<file path="src/rtl/cell_renderer_if.sv">
// Pixel-stream, field-read and ant-state signals between the timing/logic side and cell_renderer.
// slave is the renderer's view; master is the environment's view.
interface cell_renderer_if #(
    parameter int CW = 3
);
    logic          iframe_start;
    logic          ide;
    logic          ihsync;
    logic          ivsync;
    logic [CW-1:0] oline;
    logic [CW-1:0] ocolumn;
    logic [2:0]    idata;
    logic [CW-1:0] icur_pos_x;
    logic [CW-1:0] icur_pos_y;
    logic [1:0]    idirection;
    logic [2:0]    orgb;
    logic          ode;
    logic          ohsync;
    logic          ovsync;

    modport slave (
        input  iframe_start, ide, ihsync, ivsync, idata, icur_pos_x, icur_pos_y, idirection,
        output oline, ocolumn, orgb, ode, ohsync, ovsync
    );

    modport master (
        output iframe_start, ide, ihsync, ivsync, idata, icur_pos_x, icur_pos_y, idirection,
        input  oline, ocolumn, orgb, ode, ohsync, ovsync
    );
endinterface

</file>
<file path="src/rtl/cell_renderer.sv">
// Maps active video to cell indices and renders grid/ant/cell colour; 2-cycle latency, no backpressure.
// Define CELL_RENDERER_GRID_EN to draw grid lines (rx==0 or ry==0) in green.
module cell_renderer #(
    parameter int C_NUM_OF_CELLS_X = 5,
    parameter int C_NUM_OF_CELLS_Y = 5,
    parameter int C_CELL_WIDTH     = 16,
    parameter int C_CELL_HEIGHT    = 16
) (
    input  logic           iclk,
    input  logic           irst_n,
    cell_renderer_if.slave vid
);
    localparam int CW = $clog2((C_NUM_OF_CELLS_X + C_NUM_OF_CELLS_Y) / 2);
    localparam int XW = $clog2(C_CELL_WIDTH);
    localparam int YW = $clog2(C_CELL_HEIGHT);

    localparam logic [XW-1:0] RX_LAST   = XW'(C_CELL_WIDTH - 1);
    localparam logic [YW-1:0] RY_LAST   = YW'(C_CELL_HEIGHT - 1);
    localparam logic [XW-1:0] RX_RIGHT  = XW'(C_CELL_WIDTH - 2);
    localparam logic [YW-1:0] RY_DOWN   = YW'(C_CELL_HEIGHT - 2);
    localparam logic [CW-1:0] COL_LAST  = CW'(C_NUM_OF_CELLS_X - 1);
    localparam logic [CW-1:0] LINE_LAST = CW'(C_NUM_OF_CELLS_Y - 1);

    logic [XW-1:0] rx_q, rx_d;
    logic [YW-1:0] ry_q, ry_d;
    logic [CW-1:0] column_q, column_d;
    logic [CW-1:0] line_q, line_d;
    logic          x_out_q, x_out_d;
    logic          y_out_q, y_out_d;
    logic          frame_ok_q, frame_ok_d;

    logic [XW-1:0] rx1_q;
    logic [YW-1:0] ry1_q;
    logic          out1_q, hit1_q, de1_q, hs1_q, vs1_q;
    logic [1:0]    dir1_q;

    logic [2:0]    rgb_q, rgb_d;
    logic          de2_q, hs2_q, vs2_q;
    logic          marker;

    // de1_q doubles as the previous-cycle ide for falling-edge detection.
    always_comb begin
        rx_d       = rx_q;
        ry_d       = ry_q;
        column_d   = column_q;
        line_d     = line_q;
        x_out_d    = x_out_q;
        y_out_d    = y_out_q;
        frame_ok_d = frame_ok_q;
        if (vid.iframe_start) begin
            rx_d       = '0;
            ry_d       = '0;
            column_d   = '0;
            line_d     = '0;
            x_out_d    = 1'b0;
            y_out_d    = 1'b0;
            frame_ok_d = 1'b1;
        end else if (vid.ide) begin
            if (rx_q == RX_LAST) begin
                rx_d = '0;
                if (column_q == COL_LAST) x_out_d  = 1'b1;
                else                      column_d = column_q + 1'b1;
            end else begin
                rx_d = rx_q + 1'b1;
            end
        end else if (de1_q) begin
            rx_d     = '0;
            column_d = '0;
            x_out_d  = 1'b0;
            if (ry_q == RY_LAST) begin
                ry_d = '0;
                if (line_q == LINE_LAST) y_out_d = 1'b1;
                else                     line_d  = line_q + 1'b1;
            end else begin
                ry_d = ry_q + 1'b1;
            end
        end
    end

    always_comb begin
        case (dir1_q)
            2'd0:    marker = (ry1_q < YW'(2));
            2'd1:    marker = (rx1_q >= RX_RIGHT);
            2'd2:    marker = (ry1_q >= RY_DOWN);
            default: marker = (rx1_q < XW'(2));
        endcase
        rgb_d = vid.idata;
        if (!de1_q || !frame_ok_q)       rgb_d = 3'b000;
        else if (out1_q)                 rgb_d = 3'b000;
`ifdef CELL_RENDERER_GRID_EN
        else if (rx1_q == '0 || ry1_q == '0) rgb_d = 3'b010;
`endif
        else if (hit1_q && marker)       rgb_d = 3'b110;
        else if (hit1_q)                 rgb_d = 3'b100;
    end

    always_ff @(posedge iclk or negedge irst_n) begin
        if (!irst_n) begin
            rx_q       <= '0;
            ry_q       <= '0;
            column_q   <= '0;
            line_q     <= '0;
            x_out_q    <= 1'b0;
            y_out_q    <= 1'b0;
            frame_ok_q <= 1'b0;
            rx1_q      <= '0;
            ry1_q      <= '0;
            out1_q     <= 1'b0;
            hit1_q     <= 1'b0;
            dir1_q     <= 2'd0;
            de1_q      <= 1'b0;
            hs1_q      <= 1'b0;
            vs1_q      <= 1'b0;
            rgb_q      <= 3'b000;
            de2_q      <= 1'b0;
            hs2_q      <= 1'b0;
            vs2_q      <= 1'b0;
        end else begin
            rx_q       <= rx_d;
            ry_q       <= ry_d;
            column_q   <= column_d;
            line_q     <= line_d;
            x_out_q    <= x_out_d;
            y_out_q    <= y_out_d;
            frame_ok_q <= frame_ok_d;
            rx1_q      <= rx_q;
            ry1_q      <= ry_q;
            out1_q     <= x_out_q | y_out_q;
            hit1_q     <= (column_q == vid.icur_pos_x) && (line_q == vid.icur_pos_y);
            dir1_q     <= vid.idirection;
            de1_q      <= vid.ide;
            hs1_q      <= vid.ihsync;
            vs1_q      <= vid.ivsync;
            rgb_q      <= rgb_d;
            de2_q      <= de1_q;
            hs2_q      <= hs1_q;
            vs2_q      <= vs1_q;
        end
    end

    assign vid.oline   = line_q;
    assign vid.ocolumn = column_q;
    assign vid.orgb    = rgb_q;
    assign vid.ode     = de2_q;
    assign vid.ohsync  = hs2_q;
    assign vid.ovsync  = vs2_q;
endmodule
</file>
<file path="src/flat_wrapper.sv">
// flat-port wrapper written by rule: the top's interface ports become plain ports
module cell_renderer_flat 
#(
    parameter int C_NUM_OF_CELLS_X = 5,
    parameter int C_NUM_OF_CELLS_Y = 5,
    parameter int C_CELL_WIDTH     = 16,
    parameter int C_CELL_HEIGHT    = 16
)
  (iclk, irst_n, vid_iframe_start, vid_ide, vid_ihsync, vid_ivsync, vid_idata, vid_icur_pos_x, vid_icur_pos_y, vid_idirection, vid_oline, vid_ocolumn, vid_orgb, vid_ode, vid_ohsync, vid_ovsync);
  cell_renderer_if vid_i ();
  input  logic iclk;
  input  logic irst_n;
  input wire logic [$bits(vid_i.iframe_start)-1:0] vid_iframe_start;
  input wire logic [$bits(vid_i.ide)-1:0] vid_ide;
  input wire logic [$bits(vid_i.ihsync)-1:0] vid_ihsync;
  input wire logic [$bits(vid_i.ivsync)-1:0] vid_ivsync;
  input wire logic [$bits(vid_i.idata)-1:0] vid_idata;
  input wire logic [$bits(vid_i.icur_pos_x)-1:0] vid_icur_pos_x;
  input wire logic [$bits(vid_i.icur_pos_y)-1:0] vid_icur_pos_y;
  input wire logic [$bits(vid_i.idirection)-1:0] vid_idirection;
  output wire logic [$bits(vid_i.oline)-1:0] vid_oline;
  output wire logic [$bits(vid_i.ocolumn)-1:0] vid_ocolumn;
  output wire logic [$bits(vid_i.orgb)-1:0] vid_orgb;
  output wire logic [$bits(vid_i.ode)-1:0] vid_ode;
  output wire logic [$bits(vid_i.ohsync)-1:0] vid_ohsync;
  output wire logic [$bits(vid_i.ovsync)-1:0] vid_ovsync;
  assign vid_i.iframe_start = vid_iframe_start;
  assign vid_i.ide = vid_ide;
  assign vid_i.ihsync = vid_ihsync;
  assign vid_i.ivsync = vid_ivsync;
  assign vid_i.idata = vid_idata;
  assign vid_i.icur_pos_x = vid_icur_pos_x;
  assign vid_i.icur_pos_y = vid_icur_pos_y;
  assign vid_i.idirection = vid_idirection;
  assign vid_oline = vid_i.oline;
  assign vid_ocolumn = vid_i.ocolumn;
  assign vid_orgb = vid_i.orgb;
  assign vid_ode = vid_i.ode;
  assign vid_ohsync = vid_i.ohsync;
  assign vid_ovsync = vid_i.ovsync;
  cell_renderer #(.C_NUM_OF_CELLS_X(C_NUM_OF_CELLS_X), .C_NUM_OF_CELLS_Y(C_NUM_OF_CELLS_Y), .C_CELL_WIDTH(C_CELL_WIDTH), .C_CELL_HEIGHT(C_CELL_HEIGHT)) u_core (.iclk(iclk), .irst_n(irst_n), .vid(vid_i));
endmodule
</file>
<file path="config.mk">
export PLATFORM = sky130hd
export DESIGN_NAME = cell_renderer_flat
export DESIGN_NICKNAME = d
export VERILOG_FILES = /design/src/rtl/cell_renderer_if.sv /design/src/rtl/cell_renderer.sv /design/src/flat_wrapper.sv
export SDC_FILE = /design/constraint.sdc
export NUM_CORES = 1
export LEC_CHECK = 0
export ABC_AREA = 1
export CORE_ASPECT_RATIO = 0.8
export CORE_UTILIZATION = 50
export CTS_CLUSTER_SIZE = 8
export DETAILED_ROUTE_END_ITERATION = 6
export GPL_ROUTABILITY_DRIVEN = 1
export GPL_TIMING_DRIVEN = 0
export MAX_ROUTING_LAYER = met4
export PLACE_DENSITY = 0.77
export SKIP_CTS_REPAIR_TIMING = 1
export SLEW_MARGIN = 20
export SYNTH_ARGS = -nofsm -noshare
export SYNTH_HDL_FRONTEND = slang
export SYNTH_SLANG_ARGS = --single-unit
</file>
<file path="constraint.sdc">
create_clock -name iclk -period 2.9 [get_ports iclk]
set_clock_uncertainty 0.2 [all_clocks]
set_input_delay 0.58 -clock iclk [delete_from_list [all_inputs] [get_ports iclk]]
set_output_delay 0.58 -clock iclk [all_outputs]
set_load 0.02 [all_outputs]
</file>
==> run_results.csv <==
group,metric,value,unit
routing,vias_per_cell,5.02,
floorplan,row_count,18,
synthesis,synth_flop_cell,"dfrtp_1",
routing,first_pass_iters,4,
synthesis,syn_area,0.00161,mm²
synthesis,ys_top_cells_by_count,"nand2_1, dfrtp_1, inv_1",
grt,grt_pass1_wl,5130,µm
synthesis,synthTopCellsByArea,"dfrtp_1, nand2_1, inv_1, ha_1, nand3_1",
place,hpwl,2270,µm
place,dp_cells,245,
final_layout,syn2layout_area_growth,28.7,%
timing,min_period,2160,ps
routing,routed-wl-met2,1400,µm
floorplan,core_area,0.00309,mm²
grt,grt_max_degree,28,
timing,tightestPinTransition,310,ps
synthesis,yosysMostFrequentCell,"nand2_1",
synthesis,syn_nets,199,
timing,relSlewSlack,79.3,%
timing,hold_viol_final,0,
routing,drcViolationCount,0,
floorplan,die-area,0.00346,mm²
grt,grt_remaining_overflow,0,
synthesis,synth-async-reset-ratio,100,%
setup_path,cp_slowest_cell,"clkdlybuf4s50_1",
routing,drtIter0Drc,67,
routing,top_layer,"met4",
cts,clock-sinks,36,
floorplan,die-width,65.5,µm
setup_path,cp-start-kind,"flip-flop",
synthesis,yosysTopAreaCell,"dfrtp_1",
setup_path,cp.buffers_inverters,1,
place,dpl_cell_area,0.00196,mm²
setup_path,path_class,"flip-flop to output port",
setup_path,cp_max_fo,5,
timing,final.period_utilization,74.6,%
routing,wl,3030,µm
setup_path,critPathArrivalTime,1380,ps
cts,cts_tree,"yes",
pwr,irDropWorstVdd,0.000353,V
synthesis,ys_types,22,
setup_path,crit_required,2120,ps
routing,wl_met1,1340,µm
setup_path,slowest_delay,650,ps
cts,clk_pin_slew,70,ps
setup_path,path_cells,"clkdlybuf4s50_1",
place,place_congestion,0.833,
flow_run,cap_viol_max_count,0,
cts,numCtsBuffers,5,
grt,grt_use_total,21.3,%
routing,vias,1274,
synthesis,syn_area_per_cell,9.16,µm²
cts,root_buffer,"clkbuf_8",
synthesis,synth_seq_cells,36,
floorplan,die_h,52.8,µm
cts,clock_latency,280,ps
final_layout,drive_gt1_share,9.81,%
setup_path,crit_family,"buffers and inverters",
final_layout,stdcell_area,0.00208,mm²
timing,finalSetupViolations,0,
timing,max_freq,462,MHz
min_path,worstHoldPathType,"flip-flop to flip-flop",
place,port_buffers,28,
setup_path,crit_path_end_kind,"output port",
synthesis,netlist.area_leader.share,55.9,%
synthesis,syn_inst,176,
place,place_ws,700,ps
routing,drtAntennaViolNets,0,
routing,wl_per_cell,11.9,µm
timing,finalSetupTns,0,ps
pwr,p_per_area,615,mW/mm²
synthesis,ys_seq_area_share,55.9,%
timing,setup_ws,735,ps
grt,grt_pass1_vias,1163,
run_status,status,"complete, no violations",
grt,antenna_found_initial,0,
floorplan,start_util,52.3,%
final_layout,final_cells,254,
floorplan,io-pin-count,29,
synthesis,yosys_warnings,0,
routing,wl_met3,222,µm
timing,rsz0062_at_grt,"false",
synthesis,synth_edf_count,0,
final_layout,fin_nets,236,
cts,htree_num_levels,2,
cts,clockBufferDepth,2,
pwr,power_leakage,1.00,nW
timing,finalMaxSlewViolations,0,
final_layout,n_antenna_cell,0,
-- state kept, by name (all words and copies together) (netlist names), 2 cells and up --
register	cells
u_core.vid.oline	3
u_core.rx_q	4
u_core.vid.ocolumn	3
u_core.rx1_q	3
u_core.ry1_q	3
u_core.ry_q	4
u_core.dir1_q	2
u_core.vid.orgb	3
-- cells by family (layout without fill, tap and decap cells) --
kind of cell,count (synthesis),count (layout),synth area share [%]
AO/OA/AOI/OAI,14,14,4.58
AND/OR/NAND/NOR,86,86,24.4
buffers and inverters,26,64,6.21
flip-flops,36,36,55.9
adder cells (fa/ha/maj),6,6,4.65
XOR/XNOR,8,8,4.34
-- path summary, 6_finish.rpt --
path | from | to | slack [ps] | cells after the start
worst min register to register | u_core.hs1_q | u_core.vid.ohsync | 150 | 0
worst min-delay path | u_core.hs1_q | u_core.vid.ohsync | 150 | 0
max in group asynchronous | irst_n | u_core.vid.oline[1] | 1570 | 3
min in group asynchronous | irst_n | u_core.rx_q[2] | 510 | 2
worst max-delay path | u_core.vid.oline[2] | vid_oline[2] | 740 | 1
worst max register to register | u_core.vid.oline[0] | u_core.vid.oline[1] | 1380 | 8
-- per-stage QoR --
| stage | utilization, % | total power [mW] | hold slack, ps |
|---|---|---|---|
| global placement | 63.0 | 0.839 | 132 |
| global route | 67.3 | 1.35 | 156 |
| CTS | 67.0 | 1.29 | -47.8 |
| floorplan | - | 0.755 | 84.4 |
| finish | 67.3 | 1.28 | 151 |
| detailed placement | 63.5 | 0.862 | 136 |
-- power by group --
part,internal (mW),switching [mW],total (mW)
clock,0.255,0.168,0.423
sequential,0.561,0.0608,0.622
combinational,0.111,0.120,0.232
-- metal layers --
metal | GRT usage (%) | vias up
li1 | - | 623
met1 | 24.9 | 597
met2 | 32.3 | 44
met3 | 8.26 | 10
met4 | 10.1 | 0
met5 | - | -
-- cell usage in the layout, fill, tap and decap left out, drive strengths merged --
cell type	Yosys	layout
nand2	48	48
dfrtp	36	36
clkdlybuf4s50	0	27
inv	26	26
nor2	19	19
nand3	15	15
o21ai	7	7
xnor2	6	6
ha	6	6
clkbuf	0	6
a21oi	5	5
nand4	3	3
xor2	2	2
buf	0	2
nand3b	1	1
o21a	1	1
o22ai	1	1
bufinv	0	1
clkinv	0	1
dlygate4sd3	0	1
-- cell type report --
| cell class | instances | area (µm²) |
|---|---|---|
| clock inverter | 2 | 35.0 |
| multi-input combinational | 114 | 612 |
| timing repair buffer | 30 | 305 |
| inverter | 26 | 100 |
| sequential | 36 | 901 |
| clock buffer | 6 | 72.6 |
| fill | 227 | 1010 |
| tap | 40 | 50.0 |
No activity file was read; power rests on OpenSTA's default activity.
